`src/rtl/counting_sched_if.sv`:
```
// Bundle between symbol producers / result consumer and counting_sched.
//   master: producer side (drives en, req_valid, req_num, clr, rd_sel)
//   slave : scheduler side (drives req_ready, out_*, rd_cnt)
interface counting_sched_if #(
    parameter int unsigned N_REQ = 4,
    parameter int unsigned CNT_W = 8
);
    localparam int unsigned ID_W = $clog2(N_REQ);

    logic                 en;
    logic [N_REQ-1:0]     req_valid;
    logic [2*N_REQ-1:0]   req_num;
    logic [N_REQ-1:0]     req_ready;
    logic [N_REQ-1:0]     clr;
    logic                 out_valid;
    logic [ID_W-1:0]      out_id;
    logic [1:0]           out_state;
    logic                 out_match;
    logic [ID_W-1:0]      rd_sel;
    logic [CNT_W-1:0]     rd_cnt;

    modport master (
        output en, req_valid, req_num, clr, rd_sel,
        input  req_ready, out_valid, out_id, out_state, out_match, rd_cnt
    );

    modport slave (
        input  en, req_valid, req_num, clr, rd_sel,
        output req_ready, out_valid, out_id, out_state, out_match, rd_cnt
    );
endinterface

```
`src/rtl/counting_sched.sv`:
```
// Round-robin scheduler time-sharing one 1,2,3 pattern detector across
// N_REQ symbol streams, with a saved detector context and a saturating
// match counter per stream.
//   clk, rst_n : clock, async active-low reset
//   bus.en, req_valid, req_num, clr : per-requester offers and clears
//   bus.req_ready                   : combinational one-hot grant
//   bus.out_valid/id/state/match    : registered result of last accept
//   bus.rd_sel / rd_cnt             : combinational counter read port
module counting_sched #(
    parameter int unsigned N_REQ = 4,
    parameter int unsigned CNT_W = 8
) (
    input  logic            clk,
    input  logic            rst_n,
    counting_sched_if.slave bus
);
    localparam int unsigned ID_W = $clog2(N_REQ);
    localparam logic [CNT_W-1:0] CNT_MAX = '1;

    typedef enum logic [1:0] {
        S0 = 2'b00,
        S1 = 2'b01,
        S2 = 2'b10,
        S3 = 2'b11
    } det_state_e;

    // Pattern detector transition for one symbol
    function automatic det_state_e det_next(input det_state_e s, input logic [1:0] n);
        det_state_e nx;
        nx = S0;
        case (s)
            S0:      nx = (n == 2'd1) ? S1 : S0;
            S1:      nx = (n == 2'd2) ? S2 : ((n == 2'd1) ? S1 : S0);
            S2:      nx = (n == 2'd3) ? S3 : ((n == 2'd1) ? S1 : S2);
            default: nx = (n == 2'd3) ? S3 : ((n == 2'd1) ? S1 : S0);
        endcase
        return nx;
    endfunction

    det_state_e       ctx_q [N_REQ];
    det_state_e       ctx_d [N_REQ];
    logic [CNT_W-1:0] cnt_q [N_REQ];
    logic [CNT_W-1:0] cnt_d [N_REQ];
    logic [ID_W-1:0]  ptr_q, ptr_d;

    logic             out_valid_q, out_valid_d;
    logic [ID_W-1:0]  out_id_q, out_id_d;
    det_state_e       out_state_q, out_state_d;
    logic             out_match_q, out_match_d;

    logic [N_REQ-1:0] elig;
    logic [N_REQ-1:0] grant;
    logic             gnt_any;
    logic [ID_W-1:0]  gnt_id;
    logic [1:0]       gnt_num;
    det_state_e       gnt_next;
    int unsigned      idx;

    // Rotating priority search starting at ptr; cleared requesters are skipped
    always_comb begin
        elig    = bus.req_valid & ~bus.clr & {N_REQ{bus.en}};
        grant   = '0;
        gnt_any = 1'b0;
        gnt_id  = '0;
        idx     = 0;
        for (int unsigned k = 0; k < N_REQ; k++) begin
            idx = (32'(ptr_q) + k) % N_REQ;
            if (!gnt_any && elig[ID_W'(idx)]) begin
                gnt_any = 1'b1;
                gnt_id  = ID_W'(idx);
            end
        end
        if (gnt_any) begin
            grant[gnt_id] = 1'b1;
        end
        gnt_num  = bus.req_num[{gnt_id, 1'b0} +: 2];
        gnt_next = det_next(ctx_q[gnt_id], gnt_num);
    end

    // Next-state for contexts, counters, pointer and result port
    always_comb begin
        for (int unsigned i = 0; i < N_REQ; i++) begin
            ctx_d[i] = ctx_q[i];
            cnt_d[i] = cnt_q[i];
        end
        ptr_d       = ptr_q;
        out_valid_d = 1'b0;
        out_id_d    = out_id_q;
        out_state_d = out_state_q;
        out_match_d = out_match_q;

        for (int unsigned i = 0; i < N_REQ; i++) begin
            if (bus.clr[i]) begin
                ctx_d[i] = S0;
                cnt_d[i] = '0;
            end
        end

        // A granted requester is never being cleared, so no overlap with the loop above
        if (gnt_any) begin
            ctx_d[gnt_id] = gnt_next;
            if (gnt_next == S3 && cnt_q[gnt_id] != CNT_MAX) begin
                cnt_d[gnt_id] = cnt_q[gnt_id] + CNT_W'(1);
            end
            ptr_d       = (32'(gnt_id) == N_REQ - 1) ? '0 : gnt_id + ID_W'(1);
            out_valid_d = 1'b1;
            out_id_d    = gnt_id;
            out_state_d = gnt_next;
            out_match_d = (gnt_next == S3);
        end
    end

    always_ff @(posedge clk or negedge rst_n) begin
        if (!rst_n) begin
            for (int unsigned i = 0; i < N_REQ; i++) begin
                ctx_q[i] <= S0;
                cnt_q[i] <= '0;
            end
            ptr_q       <= '0;
            out_valid_q <= 1'b0;
            out_id_q    <= '0;
            out_state_q <= S0;
            out_match_q <= 1'b0;
        end else begin
            for (int unsigned i = 0; i < N_REQ; i++) begin
                ctx_q[i] <= ctx_d[i];
                cnt_q[i] <= cnt_d[i];
            end
            ptr_q       <= ptr_d;
            out_valid_q <= out_valid_d;
            out_id_q    <= out_id_d;
            out_state_q <= out_state_d;
            out_match_q <= out_match_d;
        end
    end

    assign bus.req_ready = grant;
    assign bus.out_valid = out_valid_q;
    assign bus.out_id    = out_id_q;
    assign bus.out_state = out_state_q;
    assign bus.out_match = out_match_q;
    assign bus.rd_cnt    = (32'(bus.rd_sel) < N_REQ) ? cnt_q[bus.rd_sel] : '0;

endmodule

```
`src/flat_wrapper.sv`:
```
// flat-port wrapper written by rule: the top's interface ports become plain ports
module counting_sched_flat 
#(
    parameter int unsigned N_REQ = 4,
    parameter int unsigned CNT_W = 8
)
  (clk, rst_n, bus_en, bus_req_valid, bus_req_num, bus_clr, bus_rd_sel, bus_req_ready, bus_out_valid, bus_out_id, bus_out_state, bus_out_match, bus_rd_cnt);
  counting_sched_if #(.N_REQ(N_REQ), .CNT_W(CNT_W)) bus_i ();
  input  logic clk;
  input  logic rst_n;
  input wire logic [$bits(bus_i.en)-1:0] bus_en;
  input wire logic [$bits(bus_i.req_valid)-1:0] bus_req_valid;
  input wire logic [$bits(bus_i.req_num)-1:0] bus_req_num;
  input wire logic [$bits(bus_i.clr)-1:0] bus_clr;
  input wire logic [$bits(bus_i.rd_sel)-1:0] bus_rd_sel;
  output wire logic [$bits(bus_i.req_ready)-1:0] bus_req_ready;
  output wire logic [$bits(bus_i.out_valid)-1:0] bus_out_valid;
  output wire logic [$bits(bus_i.out_id)-1:0] bus_out_id;
  output wire logic [$bits(bus_i.out_state)-1:0] bus_out_state;
  output wire logic [$bits(bus_i.out_match)-1:0] bus_out_match;
  output wire logic [$bits(bus_i.rd_cnt)-1:0] bus_rd_cnt;
  assign bus_i.en = bus_en;
  assign bus_i.req_valid = bus_req_valid;
  assign bus_i.req_num = bus_req_num;
  assign bus_i.clr = bus_clr;
  assign bus_i.rd_sel = bus_rd_sel;
  assign bus_req_ready = bus_i.req_ready;
  assign bus_out_valid = bus_i.out_valid;
  assign bus_out_id = bus_i.out_id;
  assign bus_out_state = bus_i.out_state;
  assign bus_out_match = bus_i.out_match;
  assign bus_rd_cnt = bus_i.rd_cnt;
  counting_sched #(.N_REQ(N_REQ), .CNT_W(CNT_W)) u_core (.clk(clk), .rst_n(rst_n), .bus(bus_i));
endmodule
```
`config.mk`:
```
export PLATFORM = sky130hd
export DESIGN_NAME = counting_sched_flat
export DESIGN_NICKNAME = d
export VERILOG_FILES = /design/src/rtl/counting_sched_if.sv /design/src/rtl/counting_sched.sv /design/src/flat_wrapper.sv
export SDC_FILE = /design/constraint.sdc
export NUM_CORES = 1
export LEC_CHECK = 0
export ABC_CLOCK_PERIOD_IN_PS = 3900
export CORE_ASPECT_RATIO = 0.5
export CORE_MARGIN = 3
export CORE_UTILIZATION = 40
export CTS_CLUSTER_DIAMETER = 150
export DETAILED_ROUTE_END_ITERATION = 6
export HOLD_SLACK_MARGIN = 0.12
export PLACE_DENSITY = 0.6
export SYNTH_ARGS = -nofsm -noshare
export SYNTH_HDL_FRONTEND = slang
export SYNTH_SLANG_ARGS = --single-unit
```
`constraint.sdc`:
```
create_clock -name clk -period 3.9 [get_ports clk]
set_clock_uncertainty 0.1 [all_clocks]
set_input_delay 0.39 -clock clk [delete_from_list [all_inputs] [get_ports clk]]
set_output_delay 0.39 -clock clk [all_outputs]
set_load 0.02 [all_outputs]
```
; ---- Word level (Yosys, flattened, before mapping)
; Cells that the tools add are included.
[op_classes]
add_sub_neg = 5
n_lt_le_gt_ge = 9
eq_ne = 8
shift = 1
n_mux = 53
bitwise = 5
reduce_logical = 10
[ops]
columns = op, count
row1 = $mux 8, 10
row2 = $mux 32, 2
row3 = $bmux 8 s2, 2
row4 = $bwmux 32, 1
row5 = $mux 2, 16
row6 = $demux 8 s2, 1
row7 = $lt 2x3->1 const B, 5
row8 = $mux 1, 11
row9 = $eq 2x2->1 const B, 5
row10 = $add 8x1->8 const B, 1
row11 = $and 4x4->4, 2
row12 = $bmux 1 s2, 4
row13 = $bwmux 8, 1
row14 = $ne 8x8->1 const B, 1
row15 = $shiftx 8x4->2, 1
row16 = $ge 3x3->1 const B, 2
row17 = $logic_and 1x1->1, 6
row18 = $not 2->3, 2
row19 = $pmux 2 s3, 1
row20 = $add 2x1->2 const B, 2
row21 = $add 2x2->2 const B, 2
row22 = $bmux 2 s2, 1
row23 = $demux 2 s2, 1
row24 = $eq 2x1->1 const B, 2
row25 = other kinds (7), 9
[word_totals]
reg_bits = 48
in_bits = 21
output_inout_bits = 18
wordCells = 104

; ---- Depth between registers and ports, before layout
[logic_depth]
word_depth = 25
depth_mapped = 16
ltp_nobuf = 13

; ---- Worst setup path before layout
; No wires, ideal clock.
[synth_path]
kind = flip-flop to flip-flop
startpoint = register u_core.ptr_q[0]
endpoint = register u_core.cnt_q[25] (netlist name)
arrival_time_ns = 2.911
t_required_ns = 3.672
setup_slack_ns = 0.761
stages_incl_launch_ff = 17
cell_sequence = dfrtp_1 > nor3b_2 > nor2_1 > o221a_4 > inv_2 > buf_6 > buf_6 > nand2_1 > a32o_1 > inv_1 > ha_1 > inv_1 > a311o_2 > nor3_2 > or3_1 > buf_4 > mux2_1
[synth_rtl]
columns = element, line
row1 = "start, declared", counting_sched.sv:44  ; logic [ID_W-1:0] ptr_q, ptr_d;
row2 = "start signal, assigned", counting_sched.sv:129  ; ptr_q <= ptr_d;
row3 = "end signal, assigned by index", counting_sched.sv:127  ; cnt_q[i] <= cnt_d[i];
row4 = "end, declared", counting_sched.sv:42  ; logic [CNT_W-1:0] cnt_q [N_REQ];

; ---- Worst setup path after layout
[layout_path]
startpoint = input bus_clr[3]
endpoint = output bus_req_ready[3]
[layout_between]
elab_chain_cells = 20
word_cells_on_any_way = 31
classes_between = 2 x order compare / 19 x mux / 3 x bitwise / 7 x reduce/logical
[layout_rtl]
columns = element, line
row1 = "start, declared", flat_wrapper.sv:14  ; input wire logic [$bits(bus_i.clr)-1:0] bus_clr;
row2 = $not 4->4 (*), counting_sched.sv:61  ; elig = bus.req_valid & ~bus.clr & {N_REQ{bus.en}};
row3 = $and 4x4->4 (*) (2 in series), counting_sched.sv:61
row4 = $bmux 1 s2, counting_sched.sv:68  ; if (!gnt_any && elig[ID_W'(idx)]) begin
row5 = $mux 1 (not written as such), counting_sched.sv:68
row6 = $mux 1, counting_sched.sv:68
row7 = $logic_not 1->1, counting_sched.sv:68
row8 = $logic_and 1x1->1, counting_sched.sv:68
row9 = $mux 1, counting_sched.sv:68
row10 = [4 not listed], -
row11 = $logic_and 1x1->1, counting_sched.sv:68
row12 = $mux 2 (*), counting_sched.sv:68
row13 = net u_core.gnt_id[0], counting_sched.sv:54  ; logic [ID_W-1:0] gnt_id;
row14 = $lt 2x3->1 (not written as such) or $ge 2x1->1 (tied branches), counting_sched.sv:74  ; grant[gnt_id] = 1'b1;
row15 = $logic_and 1x1->1 (not written as such), counting_sched.sv:74
row16 = $mux 1 (not written as such), counting_sched.sv:74
row17 = $demux 1 s2 (*), -
row18 = $mux 4 (*), counting_sched.sv:73  ; if (gnt_any) begin
row19 = "end, declared", flat_wrapper.sv:16  ; output wire logic [$bits(bus_i.req_ready)-1:0] bus_req_ready;
; The timed path passes the listed nets; every way through them passes the cells marked *. The select of a mux whose other input is x is not followed.

==> run_results.csv <==
group,metric,value,unit
grt,grt_pass1_vias,2555,
sta,tightest_slew,0.634,ns
floorplan,num_rows,22,
clocking,cts_resized,0,
clocking,clock_sinks,48,
yosys,ys.flop_type,"dfrtp_1",
setup_path,cp_slowest_cell,"clkdlybuf4s50_1",
sta,setup_viol,0,
power_and_ir_drop,power,1.37,mW
floorplan,coreArea,7460,um^2
detailed_routing,drc,0,
setup_path,worstSetupPathType,"in2out",
floorplan,die_w,131,um
setup_path,cp_max_fo,24,
setup_path,critical_path.endpoint_type,"output pin",
cells_and_area,syn_to_final_growth,20.9,%
detailed_routing,drt_iter0_drc,237,
hold_path,hold_depth,2,
yosys,avgSynthCellArea,10.1,um^2
setup_path,path_cells,"clkdlybuf4s50_1 -> buf_4 -> nand4b_1 -> o32ai_1 -> a31oi_4 -> buf_4 -> inv_1 -> ha_1 -> nand2_1 -> inv_1 -> clkdlybuf4s50_1",
setup_path,max_stage_delay,0.55,ns
yosys,yosysWarnings,0,
clocking,cts_root_buffer,"clkbuf_16",
detailed_routing,wl_per_cell,18.4,um
sta,fmax,273,MHz
grt,antenna_found_initial,0,
setup_path,rr_endpoint,"u_core.cnt_q[3]",
clocking,cts_buffers,5,
sta,min_period_over_period,0.940,
sta,layout_setup_ws,0.234,ns
hold_path,min_from,"u_core.bus.out_match",
cells_and_area,final_area,3780,um^2
yosys,synth_nets,335,
sta,hold_viol_final,0,
sta,period_needed,3.67,ns
sta,fin_tns_setup,0,ns
floorplan,floorplan.die_area,8990,um^2
clocking,clkLatencyLatePin,0.29,ns
grt,grt_overflow,0,
flow_run,max_cap_violations,0,
placement,gp_congestion,0.945,
power_and_ir_drop,total_leakage_power,1.76,nW
setup_path,cp_data_arrival_time,3.18,ns
floorplan,start_util,0.420,
clocking,cts_buffer_depth,2,
detailed_routing,vias,2550,
yosys,syn_inst,309,
cells_and_area,drive_gt1_frac,0.142,
power_and_ir_drop,p_per_area,362,nW/um^2
setup_path,worst-r2r-setup-slack,0.58,ns
clocking,cts_hold_buf,1,
placement,hpwl,6.37,mm
clocking,clk_pin_slew,0.06,ns
grt,grt_use_total,0.195,
detailed_routing,totalWireLength,8.50,mm
setup_path,r2r_cells,14,
power_and_ir_drop,peakVddDrop,264,uV
setup_path,critPathTopFamily,"buffers and inverters",
detailed_routing,drt_pass1_iterations,4,
yosys,synth-seq-cells,48,
cells_and_area,diodes,0,
yosys,ys_seq_area_frac,0.384,
outcome,status,"complete, no violations",
placement,pre_cts_ws,0.169,ns
yosys,yosysUniqueCellTypes,54,
placement,numPortBuffers,38,
grt,grt_max_degree,33,
clocking,htreeDepth,2,
setup_path,r2r-start,"u_core.ptr_q[0]",
clocking,cts_tree,"yes",
hold_path,min_to,"u_core.bus.out_match",
floorplan,die_y,68.6,um
detailed_routing,antenna_left,0,
setup_path,critPathRequiredTime,3.41,ns
sta,slew_headroom,0.576,
yosys,synth_edf_count,0,
floorplan,io-pin-count,39,
grt,grt_pass1_wl,13.4,mm
hold_path,hp-class,"reg2reg",
cells_and_area,finalNetCount,378,
sta,rsz0062_at_grt,"no",
yosys,async_flop_share,1.00,
sta,drv_slew,0,
setup_path,startpoint_type,"primary input",
detailed_routing,viasPerCell,5.53,
setup_path,cp_num_buf_inv,6,
cells_and_area,fill_cells,674,
placement,place_area,3630,um^2
clocking,post_cts_buffers,0,
yosys,synth_area,3130,um^2
flip-flops by register name (all words and copies together), names as in the netlist:
signal                cells
u_core.cnt_q             32
u_core.ctx_q              8
u_core.bus.out_id         2
u_core.bus.out_state      2
u_core.ptr_q              2
u_core.bus.out_match      1
u_core.bus.out_valid      1
cell usage after synthesis, types with 2 or more instances:
| master | number | area, um^2 |
|---|---|---|
| xor2_1 | 4 | 35.0 |
| or3_1 | 4 | 25.0 |
| nand2_1 | 43 | 161 |
| a31oi_1 | 3 | 18.8 |
| nand3_1 | 8 | 40.0 |
| nand3b_1 | 4 | 30.0 |
| buf_2 | 2 | 10.0 |
| mux2_1 | 5 | 56.3 |
| a21oi_1 | 10 | 50.1 |
| and3_1 | 2 | 12.5 |
| a32o_1 | 4 | 40.0 |
| mux4_2 | 8 | 180 |
| a21o_1 | 4 | 30.0 |
| nand2b_1 | 27 | 169 |
| o21ai_0 | 9 | 45.0 |
| nor3b_2 | 2 | 25.0 |
| nor2b_1 | 10 | 62.6 |
| dfrtp_1 | 48 | 1200 |
| a32oi_1 | 3 | 26.3 |
| clkbuf_1 | 6 | 22.5 |
| mux2i_1 | 28 | 280 |
| nor2_1 | 10 | 37.5 |
| nand4_1 | 3 | 18.8 |
| nor3b_1 | 6 | 45.0 |
| o21ai_1 | 2 | 10.0 |
| ha_1 | 5 | 62.6 |
| buf_6 | 6 | 67.6 |
| mux2_4 | 3 | 45.0 |
| xnor2_1 | 2 | 17.5 |
| mux2_2 | 2 | 22.5 |
| nor3_2 | 2 | 20.0 |
| buf_4 | 4 | 30.0 |
| inv_1 | 9 | 33.8 |
through the flow:
step           instances  hold slack, ns  utilization
6_report             461           0.388        0.507
4_1_cts              461           0.393        0.507
2_1_floorplan        309        -0.00559            -
3_5_place_dp         452           0.238        0.486
3_3_place_gp         452           0.225        0.486
5_1_grt              461           0.407        0.507
cell type report:
class,count,area (um^2),share of cell area
multi-input cells,231,1750,0.464
flip-flops and latches,48,1200,0.317
repair buffers,55,505,0.134
clock buffers,8,146,0.0387
well taps,108,135,0.0357
inverters,11,41.3,0.0109
worst max path at each step:
stage,slack (ns),endpoint,from,cells past startpoint
after global routing,0.06,bus_req_ready[3],bus_clr[0],10
after global placement,0.27,bus_req_ready[3],bus_clr[3],11
after floorplan,0.76,u_core.cnt_q[25],u_core.ptr_q[0],16
final,0.23,bus_req_ready[3],bus_clr[3],11
after CTS,0.23,bus_req_ready[3],bus_clr[3],11
after detailed placement,0.17,u_core.cnt_q[23],bus_clr[0],15
routing by layer:
metal  track usage  wire length (um)  share of wire
met4        0.0628               106          0.012
met5             0                 0              0
met3        0.0362               505          0.059
met1         0.270              4060           0.48
met2         0.318              3830           0.45
cell usage in the layout (no fill, tap or decap), drive strengths merged, types with 10 or more instances in the layout:
cell type      synthesis  routed
a21oi                 10      10
buf                   13      17
clkdlybuf4s50          0      37
dfrtp                 48      48
inv                   10      10
mux2                  10      10
mux2i                 28      28
nand2                 44      44
nand2b                28      28
nor2                  10      10
nor2b                 10      10
o21ai                 11      11
where the power goes:
group          total [mW]  switching (mW)  internal, mW
combinational       0.376           0.216         0.160
clock               0.432           0.176         0.256
sequential          0.562          0.0289         0.533
worst register-to-register path, delay by kind of cell, from the launching register on:
family | cells | cell delay [ns]
AOI/OAI and AO/OA | 3 | 0.90
DFF | 1 | 0.44
muxes | 1 | 0.24
buffers and inverters | 4 | 0.54
adders and majority gates | 1 | 0.17
and+or+nand+nor | 5 | 0.85
cell families (layout without fill, tap and decap cells):
| family | Yosys count | in the layout | synth area share |
|---|---|---|---|
| buffers and inverters | 30 | 74 | 0.0559 |
| AOI/OAI and AO/OA | 46 | 46 | 0.111 |
| DFF | 48 | 48 | 0.384 |
| adders and majority gates | 5 | 5 | 0.0200 |
| muxes | 46 | 46 | 0.187 |
| and+or+nand+nor | 128 | 128 | 0.226 |
| xor gates and xnor gates | 6 | 6 | 0.0168 |
No activity file was read; power rests on OpenSTA's default activity.
